**src/rtl/stopwatch_ctrl.sv**
```systemverilog
// -----------------------------------------------------------------------------
// stopwatch_ctrl
//
// Control sequencer for the stopwatch digit counter. Three raw push buttons
// are synchronised, debounced and edge-detected. The resulting press events
// drive a start/pause/lap/clear state machine, which generates the count-enable
// tick and the clear pulse for the digit counter.
//
// Ports:
//   clk             in   system clock, all logic on the rising edge
//   reset           in   synchronous, active-high reset
//   btn_start_stop  in   raw start/stop button (asynchronous, bouncy)
//   btn_lap         in   raw lap button (asynchronous, bouncy)
//   btn_clear       in   raw clear button (asynchronous, bouncy)
//   count_en        out  one-cycle tick, digit counter advances by one
//   count_clr       out  one-cycle pulse, digit counter returns to zero
//   running         out  high while the stopwatch is counting (RUN or LAP)
//   lap_hold        out  high in LAP; display freezes, counting continues
//
// Parameters:
//   CLK_HZ           system clock frequency in Hz
//   TICK_HZ          count_en rate in Hz; CLK_HZ/TICK_HZ must be exact and >= 2
//   DEBOUNCE_CYCLES  consecutive stable cycles to accept a new level; >= 2
// -----------------------------------------------------------------------------
module stopwatch_ctrl #(
  parameter int CLK_HZ          = 100_000_000,
  parameter int TICK_HZ         = 100,
  parameter int DEBOUNCE_CYCLES = 1_000_000
) (
  input  logic clk,
  input  logic reset,
  input  logic btn_start_stop,
  input  logic btn_lap,
  input  logic btn_clear,
  output logic count_en,
  output logic count_clr,
  output logic running,
  output logic lap_hold
);

  localparam int DIV   = CLK_HZ / TICK_HZ;
  localparam int DIV_W = $clog2(DIV);
  localparam int CNT_W = $clog2(DEBOUNCE_CYCLES);

  localparam logic [DIV_W-1:0] PRESC_MAX = DIV_W'(DIV - 1);
  localparam logic [CNT_W-1:0] CNT_MAX   = CNT_W'(DEBOUNCE_CYCLES - 1);

  // Button lane indices inside the packed per-button vectors.
  localparam int B_SS    = 0;
  localparam int B_LAP   = 1;
  localparam int B_CLEAR = 2;

  typedef enum logic [1:0] {
    S_IDLE,
    S_RUN,
    S_LAP,
    S_PAUSE
  } state_t;

  // ---------------------------------------------------------------------------
  // Button conditioning state
  // ---------------------------------------------------------------------------
  logic [2:0]       btn_raw;
  logic [2:0]       sync1_q, sync1_d;
  logic [2:0]       sync2_q, sync2_d;
  logic [2:0]       db_q, db_d;
  logic [2:0]       db_prev_q, db_prev_d;
  logic [CNT_W-1:0] db_cnt_q [3];
  logic [CNT_W-1:0] db_cnt_d [3];
  logic [2:0]       press;

  // ---------------------------------------------------------------------------
  // Sequencer state
  // ---------------------------------------------------------------------------
  state_t           state_q, state_d;
  logic [DIV_W-1:0] presc_q, presc_d;
  logic             count_en_q, count_en_d;
  logic             count_clr_q, count_clr_d;
  logic             running_q, running_d;
  logic             lap_hold_q, lap_hold_d;

  assign btn_raw = {btn_clear, btn_lap, btn_start_stop};

  // ---------------------------------------------------------------------------
  // Synchronizer, debounce and press detection
  // ---------------------------------------------------------------------------
  always_comb begin
    // NOTE: every signal written here gets a default first so no path leaves
    // it unassigned; otherwise synthesis infers a latch.
    sync1_d   = btn_raw;
    sync2_d   = sync1_q;
    db_prev_d = db_q;
    db_d      = db_q;
    for (int i = 0; i < 3; i++) begin
      db_cnt_d[i] = db_cnt_q[i];
      if (sync2_q[i] == db_q[i]) begin
        // Level agrees with the accepted one: any bounce restarts the count.
        db_cnt_d[i] = '0;
      end else if (db_cnt_q[i] == CNT_MAX) begin
        db_d[i]     = sync2_q[i];
        db_cnt_d[i] = '0;
      end else begin
        db_cnt_d[i] = db_cnt_q[i] + 1'b1;
      end
    end
  end

  // Press event on the debounced rising edge only; releases are ignored and a
  // held button yields a single event.
  assign press = db_q & ~db_prev_q;

  // ---------------------------------------------------------------------------
  // State machine, prescaler and registered outputs
  // ---------------------------------------------------------------------------
  always_comb begin
    state_d     = state_q;
    count_clr_d = 1'b0;

    // Within a state, clear outranks start/stop, which outranks lap.
    unique case (state_q)
      S_IDLE: begin
        if (press[B_CLEAR]) begin
          count_clr_d = 1'b1;
        end else if (press[B_SS]) begin
          state_d = S_RUN;
        end
      end
      S_RUN: begin
        if (press[B_SS]) begin
          state_d = S_PAUSE;
        end else if (press[B_LAP]) begin
          state_d = S_LAP;
        end
      end
      S_LAP: begin
        if (press[B_SS]) begin
          state_d = S_PAUSE;
        end else if (press[B_LAP]) begin
          state_d = S_RUN;
        end
      end
      S_PAUSE: begin
        if (press[B_CLEAR]) begin
          count_clr_d = 1'b1;
          state_d     = S_IDLE;
        end else if (press[B_SS]) begin
          state_d = S_RUN;
        end
      end
      default: state_d = S_IDLE;
    endcase

    // Prescaler follows the current state, so a pause holds the sub-tick
    // phase and leaving IDLE always starts from a fresh period.
    presc_d = presc_q;
    unique case (state_q)
      S_RUN, S_LAP: presc_d = (presc_q == PRESC_MAX) ? '0 : presc_q + 1'b1;
      S_PAUSE:      presc_d = presc_q;
      default:      presc_d = '0;
    endcase

    // Tick is decided on the pre-transition state: a pause landing on the
    // wrap cycle still issues that tick.
    count_en_d = ((state_q == S_RUN) || (state_q == S_LAP)) && (presc_q == PRESC_MAX);

    running_d  = (state_d == S_RUN) || (state_d == S_LAP);
    lap_hold_d = (state_d == S_LAP);
  end

  // ---------------------------------------------------------------------------
  // Registers
  // ---------------------------------------------------------------------------
  always_ff @(posedge clk) begin
    // NOTE: non-blocking assignments so every flop samples the pre-edge values
    // of the others, independent of statement order.
    if (reset) begin
      sync1_q     <= '0;
      sync2_q     <= '0;
      db_q        <= '0;
      db_prev_q   <= '0;
      // NOTE: the debounce counters are plain flops, not a memory, so they are
      // reset alongside everything else; a stale count would shorten the next
      // debounce window after reset.
      for (int i = 0; i < 3; i++) begin
        db_cnt_q[i] <= '0;
      end
      state_q     <= S_IDLE;
      presc_q     <= '0;
      count_en_q  <= 1'b0;
      count_clr_q <= 1'b0;
      running_q   <= 1'b0;
      lap_hold_q  <= 1'b0;
    end else begin
      sync1_q     <= sync1_d;
      sync2_q     <= sync2_d;
      db_q        <= db_d;
      db_prev_q   <= db_prev_d;
      for (int i = 0; i < 3; i++) begin
        db_cnt_q[i] <= db_cnt_d[i];
      end
      state_q     <= state_d;
      presc_q     <= presc_d;
      count_en_q  <= count_en_d;
      count_clr_q <= count_clr_d;
      running_q   <= running_d;
      lap_hold_q  <= lap_hold_d;
    end
  end

  assign count_en  = count_en_q;
  assign count_clr = count_clr_q;
  assign running   = running_q;
  assign lap_hold  = lap_hold_q;

endmodule

```
**config.mk**
```make
export PLATFORM = sky130hd
export DESIGN_NAME = stopwatch_ctrl
export DESIGN_NICKNAME = d
export VERILOG_FILES = /design/src/rtl/stopwatch_ctrl.sv
export SDC_FILE = /design/constraint.sdc
export NUM_CORES = 1
export LEC_CHECK = 0
export BUFFER_PORTS_ARGS = -buffer_cell sky130_fd_sc_hd__buf_2
export CAP_MARGIN = 5
export CORE_ASPECT_RATIO = 0.9
export CORE_UTILIZATION = 33
export CTS_CLUSTER_SIZE = 25
export DETAILED_ROUTE_END_ITERATION = 10
export PLACE_DENSITY = 0.47
export SYNTH_ARGS = -nofsm -noshare
export SYNTH_HDL_FRONTEND = slang
export SYNTH_SLANG_ARGS = --single-unit
```
**constraint.sdc**
```tcl
create_clock -name clk -period 3.35 [get_ports clk]
set_input_delay 0 -clock clk [delete_from_list [all_inputs] [get_ports clk]]
set_output_delay 0 -clock clk [all_outputs]
set_load 0.02 [all_outputs]
```
-- Word level (Yosys, flattened, before mapping)
Memory sizes are Yosys's and may differ from the RTL's.
Index checks and enable logic that the tools add are counted.
- flip-flop bits (word level): 38
- RAM bits: 60
- bits in latches: 0
- bits in read-only memories: 0
- memories kept: 1
- word-level logic and storage cells: 71
- reduce and logical (&&, ||, !) cells: 10
- $add $sub $neg: 4
- bitwise logic cells: 9
- equal/unequal tests: 12
- muxes and demuxes: 23
- order comparisons: 0
- multiply operators: 0
- divide/modulo/power cells: 0
- shift-type cells: 0
- memories (name ; words ; bits a word ; read ports ; clocked after memory_dff ; write ports ; line ; RTL):
    db_cnt_q ; 3 ; 20 ; 3 ; 0 ; 3 ; 68 ; logic [CNT_W-1:0] db_cnt_q [3];
- operators by type and width (cell ; number):
    2-to-1 mux 20 bit ; 10
    adder 20 x 1 -> 20 bit, second input constant ; 4
    equality test 20 bit, second input constant ; 4
    one-hot mux 20 bit (2 select lines) ; 1
    2-to-1 mux 2 bit ; 7
    one-hot mux 2 bit (4 select lines) ; 1
    equality test 2 bit, second input constant ; 3
    AND reduction 2 bit ; 3
    OR reduction 2 bit ; 3
    equality test 2 x 1 -> 1 bit, second input constant ; 2
    2-to-1 mux 1 bit ; 4
    NOT 1 bit ; 4
    AND 3 bit ; 1
    equality test 1 bit ; 3
    NOT 3 bit ; 1
    OR 1 bit ; 3
    zero test 2 bit ; 1
    logical OR 1 bit ; 2
    logical AND 1 bit ; 1

-- Depth between registers and ports, before layout
- depth after elaboration: 7
- gate-level depth with buffers: 8
- gate-level depth less buffers: 8

-- Worst setup path before layout
Ideal clock, no wire load.
- path type: register to register
- start: register presc_q[0]
- end: register presc_q[18]
- stages on the path, launching flop included: 7
- data arrival time: 1.977 ns
- path buffers: 0
- setup time: 0.074 ns
- path slack: 1.298 ns
- clock period less this slack: 2.052 ns
- data required time: 3.276 ns
- path through: dfxtp_1 > ha_1 > nand3_2 > or4_4 > nand2b_4 > or4_1 > a31oi_1
- cells in the longest elaborated chain, start to end: 3
- elaborated cells on any way between the ends: 4
- those cells by class: add/sub: 1; eq/ne: 1; mux: 2
- ends and longest elaborated chain (element ; line ; RTL):
    from (decl) ; 76 ; logic [DIV_W-1:0] presc_q, presc_d;
    from (signal assigned) ; 202 ; presc_q <= presc_d;
    adder 20 x 1 -> 20 bit or equality test 20 bit (tied branches) ; 157 ; S_RUN, S_LAP: presc_d = (presc_q == PRESC_MAX) ? '0 : presc_q + 1'b1;
    2-to-1 mux 20 bit * ; 157 ;
    one-hot mux 20 bit (2 select lines) * ; 156 ; unique case (state_q)
Every way passes the cells marked *; elsewhere a longest branch is shown, timed or not.
A chain may end at the register's enable or synchronous reset.

-- Final worst setup path
- start: register presc_q[8]
- end: register presc_q[12]
The elaborated chain is that of the path after synthesis.

==> summary by stage <==
Yosys
The synthesized netlist contains 42 unique library cells. The count of flip-flops with a built-in enable after synthesis is 0. The most used flip-flop cell after synthesis is sky130_fd_sc_hd__dfxtp_1.

The post-synthesis average cell area is 8.59 sq um. The number of warning messages in the yosys log is 0. The register area share after synthesis is 44.5%.

Synthesis produced 513 cells. The register bit count reported by yosys is 98. The netlist area before placement is 4410 sq um. When the netlist entered floorplanning its net count stood at 527. After synthesis, the share of flip-flops with an asynchronous set or reset is 0%.

Clocking
The tree is rooted in a sky130_fd_sc_hd__clkbuf_16. The number of CTS-inserted buffers is 9. The level count of the clock H-tree is 3. The number of buffers inserted to repair setup after CTS is 0.

The worst-skew pair later-pin latency is 0.35 ns. In this run the deepest clock path goes through 2 buffers. The number of gates resized after CTS is 0. The clock-pin slew on the worst setup and hold paths is 0.06 ns.

TritonCTS built the clock tree. The sink count of the clock tree is 98.

Drt
For this block, the initial DRC count from the detailed router was 130. The total iterations of the first detailed-routing run is 6. The post-detailed-route DRC marker count is 0.

The detailed router placed 3379 vias in this run. For this block, the routed nets add up to 8270 um of wire. In the routed layout, each cell is associated on average with a via count of 4.89. The remaining number of nets flagged by the antenna check after routing is 0. After detailed routing, the average wire length per cell comes to 12.0 um.

Critical path
The largest fanout on the critical path is 17. The destination of the worst register-to-register timing path is presc_q[12]$_SDFFE_PP0P_. The critical path launch point type is a flip-flop. The startpoint of the lowest-slack register-to-register path is presc_q[8]$_SDFFE_PP0P_. The number of cells traversed by the worst register-to-register path is 5.

STA classifies the critical path endpoint as a flip-flop. For the worst setup path, the data arrival time is 2.60 ns. The type of the worst setup path is flip-flop to flip-flop.

The slack of the worst reg-to-reg path is 0.97 ns. For the worst setup path, the data required time is 3.56 ns.

Floorplanning
The floorplan step defined a core boundary enclosing 12900 sq um. The floorplan step defined a die boundary enclosing 13800 sq um. The effective utilization at floorplan is 34.2%.

The die boundary height is 112 um. The die outline width is 124 um. The I/O pin count is 9.

The floorplan has 39 rows.

Finish
The area overhead of the layout relative to synthesis is 12.0%. In the final layout, the share of cells above drive strength 1 is 6.45%. The number of nets in the finished design is 536. The fill cell total of the finished layout is 1344.

After routing the design area is 4940 sq um. The antenna diode count is 0. The multi-input combinational cells in the finished layout cover a total of 2330 sq um. The area taken by flip-flops and latches is 1960 sq um.

Placement
The wire-length estimate of the detail-placed layout is 5470 um. The setup slack after placement is 1.03 ns. In this run the tool buffered the top-level ports with 8 buffer cells. The placed instances occupy a cell area of 4600 sq um. The congestion estimate from routability-driven global placement came to 0.780.

Hold path
The path type of the worst min-delay path is input port to flip-flop. The hold path startpoint is reset. For hold timing, the worst endpoint is db_prev_d[2]$_SDFFE_PP0P_. The worst hold path passes through 2 cells.

STA
Setup repair after global routing left no endpoint under its margin. The pin slew with the least headroom to its limit is 0.782 ns. The clock period could shrink to 2.38 ns. Setup violations remaining at the end of the flow were counted as 0. The total count of hold-check failures in the final report was 0. Setup slack closes at 0.967 ns. The worst path uses 71.1% of the clock period. The final total negative setup slack is 0 ns.

The maximum clock frequency is 420 MHz. The worst-case clock skew is 0.00808 ns. The number of max-slew violations in the final report was 0. The worst slew margin relative to its limit is 47.4%.

Run
The tool flagged a number of max-cap violations equal to 0.

Global route
The largest net degree at the start of global routing is 27. The initial antenna violation count is 0. The overall global routing resource usage is 12.9%. The total grt overflow is 0. The first global-routing pass estimated 14300 um of wire. The via count of the first global-routing pass is 3084.

Power and ir drop
The maximum ir drop on the vdd rail is 0.272 mV. The share of total power dissipated in combinational logic is 1.2%. The power density normalized to cell area is 456 nW/um^2. The total leakage power is 1.57 nW. The total net switching power is 0.455 mW. Net switching is 20.2% of the power. The sequential share of power is 52.0%.

The clock network burns 46.8% of the power. The total internal power is 1.80 mW.

Status
The run finished with clean final reports.
==> what timing repair did <==
item                                    4_1_cts  5_1_grt
hold buffers                                  3        0
endpoints found under the setup margin        0        0
hold endpoints to repair                      3        0
==> critical path, stage by stage (launching register included) <==
cell and delay (ns):
sky130_fd_sc_hd__dfxtp_1 0.37, sky130_fd_sc_hd__or4b_1 0.54, sky130_fd_sc_hd__or4_1 0.48, sky130_fd_sc_hd__o21ai_2 0.57, sky130_fd_sc_hd__or4_1 0.20, sky130_fd_sc_hd__o211ai_1 0.09
==> layer usage <==
| layer | global-route usage [%] | wire length [um] |
|---|---|---|
| met4 | 5.46 | 129 |
| met2 | 19.3 | 3610 |
| met3 | 4.25 | 225 |
| met1 | 16.9 | 4300 |
| met5 | 0 | 0 |
==> cell usage in the layout (no fill, tap or decap), types with 3 or more instances in the layout <==
| cell type | count |
|---|---|
| sky130_fd_sc_hd__a21oi_1 | 11 |
| sky130_fd_sc_hd__xor2_1 | 40 |
| sky130_fd_sc_hd__or3_1 | 14 |
| sky130_fd_sc_hd__and2_1 | 3 |
| sky130_fd_sc_hd__nand4_1 | 17 |
| sky130_fd_sc_hd__or4_1 | 7 |
| sky130_fd_sc_hd__nor4_1 | 7 |
| sky130_fd_sc_hd__mux2i_1 | 3 |
| sky130_fd_sc_hd__buf_2 | 8 |
| sky130_fd_sc_hd__nand2_1 | 50 |
| sky130_fd_sc_hd__nor2_1 | 75 |
| sky130_fd_sc_hd__or4b_1 | 3 |
| sky130_fd_sc_hd__nor4b_1 | 7 |
| sky130_fd_sc_hd__o21ai_0 | 9 |
| sky130_fd_sc_hd__and4_1 | 5 |
| sky130_fd_sc_hd__a31oi_1 | 12 |
| sky130_fd_sc_hd__and3_1 | 7 |
| sky130_fd_sc_hd__nand3b_1 | 4 |
| sky130_fd_sc_hd__xnor2_1 | 16 |
| sky130_fd_sc_hd__dfxtp_1 | 98 |
| sky130_fd_sc_hd__clkbuf_16 | 9 |
| sky130_fd_sc_hd__buf_4 | 3 |
| sky130_fd_sc_hd__nor3_1 | 5 |
| sky130_fd_sc_hd__inv_1 | 12 |
| sky130_fd_sc_hd__dlygate4sd3_1 | 3 |
| sky130_fd_sc_hd__nand3_1 | 42 |
| sky130_fd_sc_hd__nor2b_1 | 14 |
| sky130_fd_sc_hd__nand2b_1 | 9 |
| sky130_fd_sc_hd__ha_1 | 9 |
==> cells in the mapped netlist (3+ instances only) <==
| cell | n | area, sq um |
|---|---|---|
| sky130_fd_sc_hd__or4_1 | 7 | 52.6 |
| sky130_fd_sc_hd__a21oi_1 | 11 | 55.1 |
| sky130_fd_sc_hd__nor2_1 | 75 | 282 |
| sky130_fd_sc_hd__ha_1 | 9 | 113 |
| sky130_fd_sc_hd__nand4_1 | 17 | 106 |
| sky130_fd_sc_hd__nor3_1 | 5 | 25.0 |
| sky130_fd_sc_hd__dfxtp_1 | 98 | 1960 |
| sky130_fd_sc_hd__xor2_1 | 40 | 350 |
| sky130_fd_sc_hd__clkbuf_1 | 12 | 45.0 |
| sky130_fd_sc_hd__mux2i_1 | 3 | 30.0 |
| sky130_fd_sc_hd__a31oi_1 | 12 | 75.1 |
| sky130_fd_sc_hd__xnor2_1 | 16 | 140 |
| sky130_fd_sc_hd__inv_1 | 12 | 45.0 |
| sky130_fd_sc_hd__nand2_1 | 50 | 188 |
| sky130_fd_sc_hd__or3_1 | 14 | 87.6 |
| sky130_fd_sc_hd__nand3_1 | 42 | 210 |
| sky130_fd_sc_hd__and2_1 | 3 | 18.8 |
| sky130_fd_sc_hd__nand2b_1 | 9 | 56.3 |
| sky130_fd_sc_hd__o21ai_0 | 9 | 45.0 |
| sky130_fd_sc_hd__and4_1 | 5 | 43.8 |
| sky130_fd_sc_hd__nor4_1 | 7 | 43.8 |
| sky130_fd_sc_hd__nor4b_1 | 7 | 61.3 |
| sky130_fd_sc_hd__and3_1 | 7 | 43.8 |
| sky130_fd_sc_hd__nor2b_1 | 14 | 87.6 |
| sky130_fd_sc_hd__nand3b_1 | 4 | 30.0 |
| sky130_fd_sc_hd__or4b_1 | 3 | 30.0 |
==> worst max path at each step <==
stage | endpoint | cells after the start | startpoint | slack, ns
after CTS | presc_q[12]$_SDFFE_PP0P_ | 5 | presc_q[8]$_SDFFE_PP0P_ | 1.01
after global routing | presc_q[12]$_SDFFE_PP0P_ | 6 | presc_q[0]$_SDFFE_PP0P_ | 0.88
final | presc_q[12]$_SDFFE_PP0P_ | 5 | presc_q[8]$_SDFFE_PP0P_ | 0.97
after floorplan | presc_q[18]$_SDFFE_PP0P_ | 6 | presc_q[0]$_SDFFE_PP0P_ | 1.30
after detailed placement | presc_q[12]$_SDFFE_PP0P_ | 5 | presc_q[8]$_SDFFE_PP0P_ | 1.03
after global placement | presc_q[2]$_SDFFE_PP0P_ | 5 | presc_q[8]$_SDFFE_PP0P_ | 1.05
==> area by class of cell <==
| type | instances | area share, % |
|---|---|---|
| Multi-Input combinational cell | 387 | 47.1 |
| Sequential cell | 98 | 39.7 |
| Clock buffer | 12 | 5.19 |
| Tap cell | 164 | 4.16 |
| Timing Repair Buffer | 14 | 1.87 |
| Clock inverter | 4 | 1.01 |
| Inverter | 12 | 0.912 |
==> registers in the layout (all words and copies together), names as in the netlist <==
name       flops
db_cnt_q      60
sync1_q        3
running        1
db_prev_d      3
state_q        2
sync2_q        3
lap_hold       1
count_en       1
db_prev_q      3
count_clr      1
presc_q       20
==> power groups by stage <==
stage	Sequential (mW)	Clock [mW]	Combinational, mW
after CTS	1.17	1.10	0.0271
after floorplan	1.20	0	0.0179
after global routing	1.17	1.14	0.0293
final	1.17	1.05	0.0261
after detailed placement	1.20	0	0.0245
after global placement	1.20	0	0.0239
==> through the flow <==
| stage | std cells | hold WS, ns | power [mW] | util (%) |
|---|---|---|---|---|
| after floorplan | 513 | 0.128 | 1.22 | - |
| after global placement | 672 | 0.211 | 1.22 | 35.7 |
| after detailed placement | 672 | 0.217 | 1.22 | 35.7 |
| after CTS | 691 | 0.0410 | 2.30 | 38.3 |
| after global routing | 691 | 0.0759 | 2.34 | 38.3 |
| final | 691 | 0.0424 | 2.25 | 38.3 |
==> cell families (layout without fill, tap and decap cells) <==
logic type / after synthesis / count (layout) / share of synthesized area [%]
simple gates: 278 / 278 / 32.9
flops: 98 / 98 / 44.5
xor+xnor: 56 / 56 / 11.1
compound gates: 41 / 41 / 5.56
buf+inv: 28 / 42 / 2.70
fa+ha+maj: 9 / 9 / 2.55
mux: 3 / 3 / 0.681
No activity file was read; power rests on OpenSTA's default activity.
